==> config.mk <==
export PLATFORM = sky130hd
export DESIGN_NAME = game_tick_gen
export DESIGN_NICKNAME = d
export VERILOG_FILES = /design/src/rtl/game_tick_gen.sv
export SDC_FILE = /design/constraint.sdc
export NUM_CORES = 1
export LEC_CHECK = 0
export BUFFER_PORTS_ARGS = -buffer_cell sky130_fd_sc_hd__buf_2
export CORE_MARGIN = 5
export CORE_UTILIZATION = 38
export CTS_CLUSTER_SIZE = 10
export DETAILED_ROUTE_END_ITERATION = 8
export GPL_TIMING_DRIVEN = 0
export SLEW_MARGIN = 30
export SYNTH_ARGS = -nofsm -noshare
export SYNTH_HDL_FRONTEND = slang
export SYNTH_SLANG_ARGS = --single-unit
export TNS_END_PERCENT = 5
==> constraint.sdc <==
create_clock -name clk -period 6 [get_ports clk]
set_clock_uncertainty 0.05 [all_clocks]
set_input_delay 1.2 -clock clk [delete_from_list [all_inputs] [get_ports clk]]
set_output_delay 1.2 -clock clk [all_outputs]
set_load 0.05 [all_outputs]
==> src/rtl/game_tick_gen.sv <==
// game_tick_gen: multi-channel phase-accumulator tick generator with per-channel pulse, square wave and enable.
module game_tick_gen #(
  parameter int NUM_CH = 4,
  parameter int ACC_W = 24,
  parameter int INC_W = 16,
  parameter int DEFAULT_INC = 20,
  localparam int CH_W = (NUM_CH > 1) ? $clog2(NUM_CH) : 1
) (
  input  logic              clk,
  input  logic              reset,
  input  logic              pause,
  input  logic              sync_clr,
  input  logic              wr_en,
  input  logic [CH_W-1:0]   wr_ch,
  input  logic [INC_W-1:0]  wr_inc,
  input  logic              wr_mode,
  input  logic              wr_enable,
  output logic [NUM_CH-1:0] tick,
  output logic [NUM_CH-1:0] sq,
  output logic [NUM_CH-1:0] busy
);
  logic [NUM_CH-1:0] wsel;
  // Out-of-range channel indices shift the select bit out, so those writes are dropped.
  assign wsel = wr_en ? (NUM_CH'(1) << wr_ch) : '0;
  for (genvar g = 0; g < NUM_CH; g++) begin : ch
    logic [ACC_W-1:0] acc;
    logic [INC_W-1:0] inc;
    logic             mode;
    logic             en;
    logic             tick_q;
    logic [ACC_W:0]   sum;
    assign sum = {1'b0, acc} + (ACC_W+1)'(inc);
    always_ff @(posedge clk) begin
      if (reset) begin
        acc <= '0;
        inc <= INC_W'(DEFAULT_INC);
        mode <= 1'b0;
        en <= 1'b1;
        tick_q <= 1'b0;
      end else if (wsel[g]) begin
        acc <= '0;
        inc <= wr_inc;
        mode <= wr_mode;
        en <= wr_enable;
        tick_q <= 1'b0;
      end else if (sync_clr) begin
        acc <= '0;
        tick_q <= 1'b0;
      end else if (pause || !en) begin
        tick_q <= 1'b0;
      end else begin
        acc <= sum[ACC_W-1:0];
        tick_q <= sum[ACC_W];
        if (sum[ACC_W] && mode) en <= 1'b0;
      end
    end
    assign tick[g] = tick_q;
    assign sq[g] = acc[ACC_W-1];
    assign busy[g] = en;
  end
endmodule
==> results.md, run 1 <==
- The flow ran to the end, and the final reports show no timing, DRC or antenna violations.
- The number of rows in the core area is 58.
- The number of levels the H-tree was split into is 4.
- The final-report setup violation count is 0.
- The overall via count from detail_route is 8606.
- The final count of hold timing violations is 0.
- The register bit count reported by yosys is 172.
- The worst setup slack before clock tree synthesis is 2.68 ns.
- The most frequently used cell type in the post-synthesis netlist is nand2_1.
- In the routed layout, each cell is associated on average with a via count of 5.31.
- The final routed DRC violation total is 0.
- Setup repair after global routing left no endpoint under its margin.
- The worst register-to-register path ends at ch[3].en$_SDFFE_PP1P_.
- The CTS sink count is 172.
- The type of the worst setup path is in2reg.
- The average wire per standard cell is 15.8 um.
- The fraction of registers with async set or reset after synthesis is 0.
- Of the cells placed in the final design, the portion with a size suffix greater than 1 is 0.0815.
- Measured against its own limit, the worst slew margin works out to 0.357.
- For the worst flop-to-flop path, the logic depth is 9.
- Measured against the total synthesized area, the mux share comes to 0.0196.
- For the worst setup path, the data arrival time is 3.20 ns.
- From synthesis to final layout, the design area changed by 12.5%.
- The port buffer count is 35.
- The initial utilization of the core area, before any placement, comes to 0.385.
- The number of nets produced by synthesis is 1315.
- The analysis attributes to cell leakage a power of 4.46 nW.
- The worst hold path was traced through 2 stages.
- The max-capacitance violation count is 0.
- Post-CTS timing repair inserted 0 buffers for setup.
- The clock tree from TritonCTS is built.
- The distinct cell type count after synthesis is 67.
- The number of fill cells is 2534.
- The synthesized-area fraction occupied by ao, oa, aoi and oai cells was 0.223.
- The kind of start point of the critical path is an input pin.
- The clock-pin slew on the worst setup and hold paths is 0.07 ns.
- Once detail routing completed, the nets flagged for antenna violations numbered 0.
- Across every metal layer, demand over resource in global routing totals 0.178.
- The sequential element share of the synthesized area is 0.355.
- The via count of the first global-routing pass is 8165.
- The design draws 2.59 mW.
- The worst min-delay path class is reg2reg.
- The region available for standard cell placement spans 25200 sq um.
- The cell count after synthesis came out at 1222.
- The terminating pin of the worst hold path is ch[3].acc[13]$_SDFFE_PP0N_.
- The last weighted congestion value of the routability-driven placer is 0.886.
- The average instance area after synthesis is 7.93 sq um.
- The clock latency on the worst-skew pair is 0.43 ns.
- The count of flip-flops with a built-in enable after synthesis is 0.
- dfxtp_1 takes more of the synthesized area than any other cell.
- The post-cts gate resize count is 0.
- The leftover overflow at the end of global routing is 0.
- Ranked by total cell area, the synthesized netlist is headed by dfxtp_1 36%, nand2_1 9.8%, ha_1 8.3%.
- Across all register-to-register paths, the minimum setup slack is 3.18 ns.
- Derived from the worst setup path, the maximum achievable clock frequency is 345 MHz.
- From left edge to right edge, the die measures 170 um.
- Counting instances in the post-synthesis netlist gives the leading cell types as 253 x nand2_1, 172 x dfxtp_1, 144 x a21oi_1, 64 x ha_1, 63 x nor2_1.
- The fraction of the mapped netlist area in adder cells is 0.0909.
- The minimum clock period is 2.90 ns.
- The Yosys step of the flow raised 0 warnings.
- The die covers 28800 sq um.
- The share of the synthesized area in the top cell type is 0.355.
- The worst-case IR drop observed on VDD is 0.159 mV.
- Setup slack closes at 3.10 ns.
- The reg-to-reg startpoint is ch[3].acc[0]$_SDFFE_PP0N_.
- The count of pins on the block boundary is 37.
- Entering global routing, the biggest net connects 17 pins.
- The source of the worst hold timing path is ch[3].acc[13]$_SDFFE_PP0N_.
- The DRC marker count from the first detailed-route iteration is 497.
- Buffers inserted to repair hold after CTS numbered 0.
- The post-detailed-routing wire length is 25600 um.
- The max-slew violation count is 0.
- Dividing the final minimum period by the clock period gives 0.483.
- In this run the worst path has a maximum fanout of 10.
- The most frequently used flop master after synthesis is dfxtp_1.
- No sink is reached through more buffers than the 2 on the longest clock path.
- For this design the ratio of total power to cell area is 237 nW/um^2.
- The pre-antenna-repair detailed-routing pass consisted of 4 iterations.
- Once detailed placement completed, the half-perimeter wirelength came to 19200 um.
- The tree is rooted in a clkbuf_16.
- The critical path capture point type is a flop.
- For the worst setup path, the data required time is 6.30 ns.
- Clock tree synthesis inserted a total of 17 buffers.
- By area, the combinational part of the netlist is dominated by simple AND/OR/NAND/NOR gates.
- The wire length of the first global-routing pass is 41800 um.
- The basic-gate share of the synthesized area counting and, or, nand and nor cells is 0.237.
- The initial antenna violation count is 2.
- Of the total synthesized cell area, the portion taken by XOR and XNOR cells is 0.0371.
- Summed over all failing endpoints, the final setup total negative slack is 0 ns.
- In this run the cell area of the synthesized design comes to 9690 sq um.
- At the pin with the least slew margin, the transition time is 0.957 ns.
- After the last flow step, the layout net total stands at 1369.
- From bottom edge to top edge, the die measures 170 um.
[how the worst max path moves through the flow]
stage / cells past startpoint / startpoint / to
2_1_floorplan: 7 / wr_ch[0] / ch[0].acc[3]$_SDFFE_PP0N_
3_3_place_gp: 8 / wr_ch[0] / ch[1].acc[22]$_SDFFE_PP0N_
3_5_place_dp: 8 / wr_ch[0] / ch[1].acc[22]$_SDFFE_PP0N_
4_1_cts: 8 / wr_ch[0] / ch[1].acc[11]$_SDFFE_PP0N_
5_1_grt: 8 / wr_ch[0] / ch[1].acc[14]$_SDFFE_PP0N_
6_report: 8 / wr_ch[0] / ch[1].acc[11]$_SDFFE_PP0N_
[per-stage QoR]
step / utilization / hold slack, ns / instances / cell area (sq um)
after floorplan: - / 0.371 / 1222 / 9690
after global placement: 0.408 / 0.394 / 1587 / 10300
after detailed placement: 0.408 / 0.398 / 1587 / 10300
after CTS: 0.433 / 0.407 / 1619 / 10900
after global routing: 0.433 / 0.420 / 1620 / 10900
final: 0.433 / 0.404 / 1621 / 10900
[layer usage]
metal,share of wire,GRT usage,vias up
li1,-,-,4447
met1,0.47,0.238,3984
met2,0.47,0.298,140
met3,0.036,0.0266,33
met4,0.019,0.0550,2
met5,0.00027,0,-
[registers in the layout (all words and copies together), names as in the netlist]
register and flops:
ch.tick_q 4, ch.mode 4, ch.en 4, ch.inc 64, ch.acc 96
[kinds of logic after synthesis]
group | after synthesis
fa+ha+maj | 68
mux | 19
xor+xnor | 41
flops | 172
compound gates | 341
buf+inv | 82
simple gates | 499
[placed cells by master (no fill, tap or decap), types with 6 or more instances in the layout]
cell type  netlist  layout
nand4_1         11      11
nand3b_1        10      10
nand2b_1        16      16
buf_2            4      39
buf_4           12      12
nor3_1          28      27
o21bai_1         7       7
a21oi_1        144     144
ha_1            64      64
nor2b_1          8       8
a31oi_1         14      14
xor2_1          15      15
clkbuf_16        0      17
o21ai_1         18      18
and4_1           7       7
or3_1           12      12
nand3_1         41      41
o21ai_0         49      49
dfxtp_1        172     172
a21o_1          30      30
clkbuf_1        44      45
a211oi_1        24      24
nor2_1          63      63
o21a_1           9       9
mux2i_1         19      19
o31ai_1          6       6
nand2_1        253     253
xnor2_1         26      26
inv_1           18      18
and3_1          21      21
[power breakdown]
group,total (mW),leakage [nW],internal [mW],switching (mW)
registers,1.19,1.39,1.17,0.0193
clock network,1.17,0.303,0.687,0.478
logic,0.235,2.76,0.0740,0.161
[worst max-delay path: stages]
cell and delay (ns):
clkbuf_1 0.15, and3b_1 0.21, clkbuf_1 0.20, nor3_2 0.61
buf_2 0.35, buf_2 0.27, nand3_1 0.10, o21ai_0 0.10
[final cells by class]
| cell class | instances | area [sq um] | share of cell area |
|---|---|---|---|
| Buffer | 64 | 290 | 0.0266 |
| Timing Repair Buffer | 35 | 175 | 0.0161 |
| Inverter | 18 | 67.6 | 0.00620 |
| Tap cell | 330 | 413 | 0.0379 |
| Clock buffer | 21 | 470 | 0.0432 |
| Clock inverter | 11 | 140 | 0.0129 |
| Sequential cell | 172 | 3440 | 0.316 |
| Multi-Input combinational cell | 968 | 5890 | 0.541 |
| Antenna cell | 2 | 5.00 | 0.000459 |
No activity file was read; power rests on OpenSTA's default activity.
==> inputs of run 2 (changes only) <==
Clock period 6 ns to 2.9 ns, I/O delays scaled along.
==> run 2 against run 1 <==
Compared with the run above: critical path depth rose by 1; via count increased by 0.26%; setup slack lost 2.9 ns; register-to-register slack got worse by 3.0 ns; sequential power grew 110%; sequential share of layout area about the same; global-route usage is the same; die area unchanged; count of clock-buffer cells in the layout unchanged; utilization barely moved; highest routed layer unchanged.
==> results.md, run 2 (synthesized netlist as in run 1, its figures left out) <==
- The clock-pin slew on the worst setup and hold paths is 0.06 ns (about the same).
- The worst hold slack across all endpoints is 0.404 ns (-0.000165 ns).
- After layout, the minimum clock period comes to 2.73 ns.
- The worst setup path is captured at a flop.
- The initial standard-cell utilization of the core is 0.385 (unchanged).
- The post-placement cell count was 1587 (unchanged).
- The internal reg-to-reg setup slack is 0.17 ns (-3.01 ns).
- The count of placed standard cells in the final layout, fillers left out was 1620 (-0.062%).
- The highest net fanout along the worst path was 4 (-6).
- The most common cell after layout, fill and taps aside is nand2_1.
- The final count of hold timing violations was 0 (unchanged).
- The number of rows in the core area is 58 (unchanged).
- STA classifies the critical path startpoint as a flop.
- The CTS sink count is 172 (unchanged).
- Static timing analysis puts the maximum clock frequency at 366 MHz.
- The total negative slack for setup checks came to 0 ns (unchanged).
- The total power divided by cell area is 490 nW/um^2 (+110%).
- The wire length of the first global-routing pass is 41800 um (unchanged).
- The die footprint is 28800 sq um (unchanged).
- The final routed DRC violation total is 0 (unchanged).
- The largest registers in the layout are ch.acc: 96 flops, ch.inc: 64 flops.
- The average wire per standard cell came to 15.8 um (-0.16%).
- The die span in y was 170 um (unchanged).
- The post-synthesis to final-layout area growth is 12.6% (about the same).
- The number of iterations in the first detailed-routing pass is 5 (+1).
- The post-detailed-route count of antenna-violating nets was 0 (unchanged).
- The buffer levels on the longest clock path is 2 (unchanged).
- The overall die width is 170 um (unchanged).
- After detailed routing, no signal wire sits above met5.
- The worst ir drop on vdd is 0.328 mV (+110%).
- The placeable core area came to 25200 sq um (unchanged).
- The root buffer cell chosen for the clock tree is clkbuf_16.
- The leftover overflow at the end of global routing came to 0 (unchanged).
- The type of the worst setup path is reg2reg.
- The final-report setup violation count was 0 (unchanged).
- The worst min-delay path class is reg2reg.
- The post-detailed-routing wire length is 25600 um (-0.23%).
- The via count of the first global-routing pass was 8165 (unchanged).
- The met1 layer wirelength in the final routing was 12100 um (-0.46%).
- The static leakage came to 4.46 nW (about the same).
- The max-slew violation count came to 0 (unchanged).
- The post-layout net count is 1369 (unchanged).
- The data arrival time of the worst path is 3.00 ns (-0.20 ns).
- The met2 wire length came to 12000 um (-0.31%).
- The total clock buffers created by CTS is 17 (unchanged).
- Counting flops per register, the top entry is ch.acc.
- The last weighted congestion value of the routability-driven placer is 0.886 (unchanged).
- The run finished with clean final reports.
- The count of pins on the block boundary came to 37 (unchanged).
- Setup repair after global routing left no endpoint under its margin.
- The measured slew at the worst slew-check pin is 0.962 ns (+0.00481 ns).
- The via count normalized by instance count is 5.33 (+0.32%).
- The detailed-placement wirelength estimate is 19200 um (unchanged).
- The clock tree from TritonCTS is built.
- The overall via count from detail_route is 8628 (+0.26%).
- The share of post-route cells with drive strength above 1 is 0.0838 (+0.00233).
- The number of levels the H-tree was split into is 4 (unchanged).
- The clock latency on the worst-skew pair is 0.43 ns (about the same).
- The number of fill cells was 2534 (unchanged).
- The port buffer count was 35 (unchanged).
- In the layout the commonest cells are 253 x nand2_1, 172 x dfxtp_1, 142 x a21oi_1, 64 x ha_1, 63 x nor2_1.
- The met3 wirelength from detailed routing is 936 um (+0.32%).
- Of the available clock period, the critical path in the final layout requires 0.942.
- The DRC marker count from the first detailed-route iteration is 464 (-6.6%).
- The tightest slew margin relative to the limit is 0.354 (-0.00323).
- The pin count of the biggest net entering global routing is 17 (unchanged).
- The overall track demand over capacity in global routing came to 0.178 (unchanged).
- The max-capacitance violation count came to 0 (unchanged).
- The required time reported for the critical path endpoint is 3.17 ns (-3.13 ns).
- The number of flip-flops in the largest register is 96 (unchanged).
- The initial antenna violation count is 2 (unchanged).
run 2: per-layer routing:
metal / global-route usage / vias to the layer above
met5: 0 / -
met4: 0.0550 / 2
met3: 0.0266 / 35
met2: 0.298 / 136
met1: 0.238 / 4006
li1: - / 4449
run 2: per-stage QoR:
stage	worst slack, ns	area [sq um]	power (mW)	util
floorplan	0.511	9690	2.82	-
global placement	0.128	10300	2.98	0.408
detailed placement	0.114	10300	2.99	0.408
CTS	0.0724	10900	5.39	0.433
global route	0.0311	10900	5.55	0.433
finish	0.168	10900	5.35	0.433
run 2: critical path, stage by stage, from the launching register on:
cell      delay, ns
dfxtp_1        0.31
ha_1           0.24
fa_1           0.43
a21o_1         0.18
a21oi_1        0.28
o211ai_1       0.21
and3_1         0.24
o21a_1         0.24
or2_1          0.27
and2_1         0.18
run 2: final cells by class:
type	count	area [sq um]	area share
diodes	1	2.50	0.000229
plain buffers	64	290	0.0266
flip-flops and latches	172	3440	0.316
repair buffers	35	175	0.0161
inverters	18	67.6	0.00619
multi-input cells	968	5910	0.541
clock inverters	11	140	0.0128
clock buffers	21	470	0.0431
well taps	330	413	0.0379
run 2: final timing paths:
check,startpoint,to,depth (start not counted)
hold / removal,ch[3].acc[13]$_SDFFE_PP0N_,ch[3].acc[13]$_SDFFE_PP0N_,2
hold reg to reg,ch[3].acc[13]$_SDFFE_PP0N_,ch[3].acc[13]$_SDFFE_PP0N_,2
setup reg to reg,ch[2].acc[0]$_SDFFE_PP0N_,ch[2].tick_q$_SDFF_PP0_,9
setup / recovery,ch[2].acc[0]$_SDFFE_PP0N_,ch[2].tick_q$_SDFF_PP0_,9
run 2: timing repair:
item | CTS | global route
gates resized for setup | 0 | 3
setup buffers | 0 | 0
endpoints found under the setup margin | 0 | 6
endpoints found under the hold margin | 0 | 0
hold buffers | 0 | 0
run 2: where the power goes:
group          internal, mW  total, mW  switching [mW]
combinational         0.153      0.487           0.334
sequential             2.41       2.45          0.0401
clock                  1.42       2.41           0.983
total                  3.99       5.35            1.36
